File: src/rtl/wb_ram_arbiter.sv
// wb_ram_arbiter: two-master pipelined Wishbone arbiter for the base-RAM slave; `define ARB_ROUND_ROBIN_EN for round-robin ties, otherwise m1 wins ties
module wb_ram_arbiter #(
  parameter int MAX_OUT = 3,
  parameter int TIMEOUT = 255
) (
  input  logic        clk_bus,
  input  logic        rst_bus,
  input  logic [31:0] m0_adr_i,
  input  logic [31:0] m0_dat_i,
  input  logic [3:0]  m0_sel_i,
  input  logic        m0_cyc_i,
  input  logic        m0_stb_i,
  input  logic        m0_we_i,
  output logic [31:0] m0_dat_o,
  output logic        m0_ack_o,
  output logic        m0_err_o,
  output logic        m0_rty_o,
  output logic        m0_stall_o,
  input  logic [31:0] m1_adr_i,
  input  logic [31:0] m1_dat_i,
  input  logic [3:0]  m1_sel_i,
  input  logic        m1_cyc_i,
  input  logic        m1_stb_i,
  input  logic        m1_we_i,
  output logic [31:0] m1_dat_o,
  output logic        m1_ack_o,
  output logic        m1_err_o,
  output logic        m1_rty_o,
  output logic        m1_stall_o,
  output logic [31:0] s_adr_o,
  output logic [31:0] s_dat_o,
  output logic [3:0]  s_sel_o,
  output logic        s_cyc_o,
  output logic        s_stb_o,
  output logic        s_we_o,
  input  logic [31:0] s_dat_i,
  input  logic        s_ack_i,
  input  logic        s_err_i,
  input  logic        s_rty_i,
  input  logic        s_stall_i
);
  typedef enum logic [1:0] {IDLE, GNT0, GNT1} state_t;
  state_t state, state_nx;
  logic [3:0] out_cnt;
  logic [15:0] wd_cnt;
  logic last, g0, g1, gnt, cyc, stb, any_rsp, rsp, full, to, acc, win1;
  assign g0 = state == GNT0;
  assign g1 = state == GNT1;
  assign gnt = g0 | g1;
  assign cyc = g1 ? m1_cyc_i : g0 ? m0_cyc_i : 1'b0;
  assign stb = g1 ? m1_stb_i : g0 ? m0_stb_i : 1'b0;
  assign any_rsp = s_ack_i | s_err_i | s_rty_i;
  assign to = gnt && wd_cnt == 16'(TIMEOUT - 1);
  // responses with nothing outstanding (e.g. after an abort) are stray and dropped
  assign rsp = gnt && out_cnt != 4'd0 && any_rsp && !to;
  // a response in the same cycle frees a slot, so a full pipeline can still accept
  assign full = out_cnt == 4'(MAX_OUT) && !rsp;
  assign s_cyc_o = cyc & ~to;
  assign s_stb_o = stb & cyc & ~full & ~to;
  assign s_we_o = g1 ? m1_we_i : g0 ? m0_we_i : 1'b0;
  assign s_adr_o = g1 ? m1_adr_i : g0 ? m0_adr_i : 32'h0;
  assign s_dat_o = g1 ? m1_dat_i : g0 ? m0_dat_i : 32'h0;
  assign s_sel_o = g1 ? m1_sel_i : g0 ? m0_sel_i : 4'h0;
  assign acc = s_stb_o & ~s_stall_i;
  assign m0_stall_o = g0 ? (s_stall_i | full) : 1'b1;
  assign m1_stall_o = g1 ? (s_stall_i | full) : 1'b1;
  assign m0_ack_o = g0 & rsp & s_ack_i;
  assign m1_ack_o = g1 & rsp & s_ack_i;
  assign m0_err_o = g0 & ((rsp & s_err_i) | to);
  assign m1_err_o = g1 & ((rsp & s_err_i) | to);
  assign m0_rty_o = g0 & rsp & s_rty_i;
  assign m1_rty_o = g1 & rsp & s_rty_i;
  assign m0_dat_o = g0 ? s_dat_i : 32'h0;
  assign m1_dat_o = g1 ? s_dat_i : 32'h0;
`ifdef ARB_ROUND_ROBIN_EN
  assign win1 = m1_cyc_i & (~m0_cyc_i | ~last);
`else
  assign win1 = m1_cyc_i;
`endif
  // next grant: arbitrate from IDLE, hand off to the other master on release or timeout
  always_comb begin
    state_nx = state;
    if (state == IDLE)
      state_nx = win1 ? GNT1 : m0_cyc_i ? GNT0 : IDLE;
    else if (g0 && (!m0_cyc_i || to))
      state_nx = m1_cyc_i ? GNT1 : IDLE;
    else if (g1 && (!m1_cyc_i || to))
      state_nx = m0_cyc_i ? GNT0 : IDLE;
  end
  // grant state, outstanding count and watchdog; all bookkeeping restarts on a grant change
  always_ff @(posedge clk_bus or negedge rst_bus) begin
    if (!rst_bus) begin
      state <= IDLE;
      out_cnt <= 4'd0;
      wd_cnt <= 16'd0;
      last <= 1'b1;
    end else begin
      state <= state_nx;
      if (state_nx != state && state_nx != IDLE) last <= state_nx == GNT1;
      out_cnt <= (state_nx != state || to) ? 4'd0 : out_cnt + 4'(acc) - 4'(rsp);
      wd_cnt <= (state_nx != state || to || acc || any_rsp || !gnt || out_cnt == 4'd0) ? 16'd0 : wd_cnt + 16'd1;
    end
  end
endmodule
File: config.mk
export PLATFORM = sky130hd
export DESIGN_NAME = wb_ram_arbiter
export DESIGN_NICKNAME = d
export VERILOG_FILES = /design/src/rtl/wb_ram_arbiter.sv
export SDC_FILE = /design/constraint.sdc
export NUM_CORES = 1
export LEC_CHECK = 0
export ABC_AREA = 1
export BUFFER_PORTS_ARGS = -buffer_cell sky130_fd_sc_hd__buf_2
export CORE_AREA = 2 2 124 126
export CTS_BUF_LIST = sky130_fd_sc_hd__clkbuf_16
export DETAILED_ROUTE_END_ITERATION = 10
export DIE_AREA = 0 0 126 128
export HOLD_SLACK_MARGIN = 0.08
export PLACE_DENSITY_LB_ADDON = 0.1
export SYNTH_ARGS = -nofsm -noshare
export SYNTH_HDL_FRONTEND = slang
export SYNTH_SLANG_ARGS = --single-unit
File: constraint.sdc
create_clock -name clk_bus -period 2.92 [get_ports clk_bus]
set_clock_uncertainty 0.05 [all_clocks]
set_input_delay 0.292 -clock clk_bus [delete_from_list [all_inputs] [get_ports clk_bus]]
set_output_delay 0.292 -clock clk_bus [all_outputs]
set_load 0.02 [all_outputs]
==> qor.yml <==
drt_first_iter_violations: 258
clk_latency_ps: 260
nNetsFinal: 933
cts_tree: "built"
end_kind: "flop"
power_leakage_nw: 3.20
syn_avg_cell_area_um2: 6.73
numPlacedInstances: 923
num_rows: 45
cts-root-buf: "clkbuf_16"
grt_util_met3: 0.0810
hpwlAfterDp_um: 15600
post-route-util: 0.325
cts_buffers: 3
globalRouteMet1Util: 0.294
postSynthCellCount: 428
start_util: 0.194
port_buffers: 322
drive_gt1_frac: 0.530
pwr_density_cell_nw_per_um2: 852
synthTopCellsByArea: "a22o_1 (21%), dfrtp_1 (19%), nand2_1 (12%), inv_1 (12%), nor2_4 (5.1%)"
antenna_found_initial: 14
grt-busiest-layer: "met2"
drcViolationCount: 0
syn_to_final_growth_pct: 67.7
slew_violations: 0
grt.total_usage: 0.204
num_io_pins: 323
path_clk_slew_ps: 70
synth_area_um2: 2880
worst_pin_slew_ps: 696
gp_congestion: 0.903
fmax_mhz: 360
dieArea_um2: 16100
outcome: "complete, no violations"
grt_pass1_wl_um: 24200
fin_crit_ps: 2780
r2r_setup_slack_ps: 140
crit_type: "flop to flop"
finalSetupViolations: 0
grt_max_degree: 70
drtPass1Iterations: 4
vias: 4067
place_ws_ps: 92.2
hold_path.class: "input port to flop"
fin_crit_sh: 0.951
drv_cap: 0
relSlewSlack: 0.536
synth_cell_types: 38
synthDominantCellAreaShare: 0.210
coreArea_um2: 14900
critPathMostFrequentCell: "inv_1"
synth_warnings: 0
cts_max_level: 1
max_stage_delay_ps: 520
hold_viol_final: 0
ys_seq_area_frac: 0.191
cp-start-kind: "flop"
synth_area_leader_cell: "a22o_1"
synth-seq-cells: 22
viasPerCell: 4.37
final_cell_mix: "buf_2 (322), nand2_1 (92), inv_1 (90), a22o_1 (69), nor2_1 (28)"
die_h_um: 128
grt_pass1_vias: 3696
ant_nets: 0
die_x_um: 126
wire_per_inst_um: 19.2
crit_required_ps: 3060
cpMaxStageDelayCell: "fa_2"
grt_util_met2: 0.298
ir_drop_uv: 329
fillers: 1681
cts_buffer_depth: 2
cp.arrival_ps: 2920
drt_wl_total_um: 17900
layout_setup_ws_ps: 143
synth_fp_nets: 619
crit_chain: "inv_1 -> ha_4 -> nand2_1 -> inv_1 -> nand2_2 -> nor2_1 -> nand2_1 -> nand2_2 -> nand4_2 -> nand3_2 -> nor2_2 -> inv_1 -> ha_1 -> inv_1 -> ha_1 -> fa_2 -> inv_1 -> nor2_1"
stdcell_count: 931
final_common_cell: "buf_2"
path_max_fanout: 3
overflow: 0
clock_sinks: 22
[timing repair]
action / in CTS / in global routing
endpoints found under the setup margin: 0 / 2
endpoints found under the hold margin: 22 / 0
gates resized for setup: 0 / 8
buffers inserted: 0 / 1
hold buffers: 1 / 0
[final timing paths]
check	depth (start not counted)	to	from
min in group asynchronous	2	wd_cnt[11]$_DFF_PN0_	rst_bus
max	18	out_cnt[1]$_DFF_PN0_	state[0]$_DFF_PN0_
min	3	state[1]$_DFF_PN0_	m1_cyc_i
max reg2reg	18	out_cnt[1]$_DFF_PN0_	state[0]$_DFF_PN0_
min reg2reg	1	wd_cnt[0]$_DFF_PN0_	wd_cnt[0]$_DFF_PN0_
max in group asynchronous	2	wd_cnt[0]$_DFF_PN0_	rst_bus
[metrics by stage]
stage,cell area [um^2],power (W),TNS (ps),hold WS [ps]
floorplan,2880,0.00242,0,-53.6
global placement,4690,0.00375,0,262
detailed placement,4690,0.00375,0,262
CTS,4780,0.00407,0,300
global route,4820,0.00439,-5.89,298
finish,4830,0.00412,0,283
[critical path, delay by kind of cell (launching register included)]
family / cells / cell delay [ps]
adders and majority gates: 4 / 1200
buffers and inverters: 5 / 310
and+or+nand+nor: 9 / 740
DFF: 1 / 400
[registers in the layout, summed over array words and instances (netlist names)]
| name | count |
|---|---|
| out_cnt | 4 |
| state | 2 |
| wd_cnt | 16 |
[final cells by class]
class	count	area, um^2	share of cell area
flip-flops and latches	22	551	0.114
repair buffers	334	1700	0.353
inverters	98	369	0.0764
diodes	3	7.51	0.00155
multi-input cells	283	1890	0.391
well taps	188	235	0.0487
clock buffers	3	75.1	0.0155
[power breakdown]
| part | internal (W) | switching [W] | leakage [nW] |
|---|---|---|---|
| sequential | 0.000330 | 0.0000164 | 0.303 |
| combinational | 0.00114 | 0.00233 | 2.86 |
| clock | 0.000181 | 0.000115 | 0.0370 |
[synth_stat cells]
library cell  instances
o21bai_1              1
buf_1                 1
nor2_4               13
buf_12                1
clkinv_2              1
nor4_1                2
ha_1                 10
a22o_1               69
nand3_4               1
a21oi_1               2
nor2_2                6
nand3_2               3
a21o_1                1
xor2_1                7
nand3_1              14
or2_2                 1
nor3_1                1
nand2_2              13
inv_1                91
nand4_1               3
a31o_2                1
o21ai_1               1
clkinv_1              1
nand2_4               1
inv_2                 5
clkbuf_1             19
nand4_2               1
a22oi_1               1
buf_4                 1
nand2_1              93
nor2_1               30
buf_2                 2
fa_1                  1
xnor2_1               5
a21boi_0              1
dfrtp_1              22
a21oi_4               1
buf_6                 1
[per-layer routing]
layer  vias up  share of wire
li1       1985              -
met1      1865           0.42
met2       188           0.43
met3        19           0.14
met4        10         0.0053
met5         -         0.0038
[cells by family after synthesis]
logic type | share of synthesized area
and+or+nand+nor | 0.316
buffers and inverters | 0.171
AOI/OAI and AO/OA | 0.234
DFF | 0.191
xor gates and xnor gates | 0.0365
adders and majority gates | 0.0504
(Power assumes the default switching activity.)
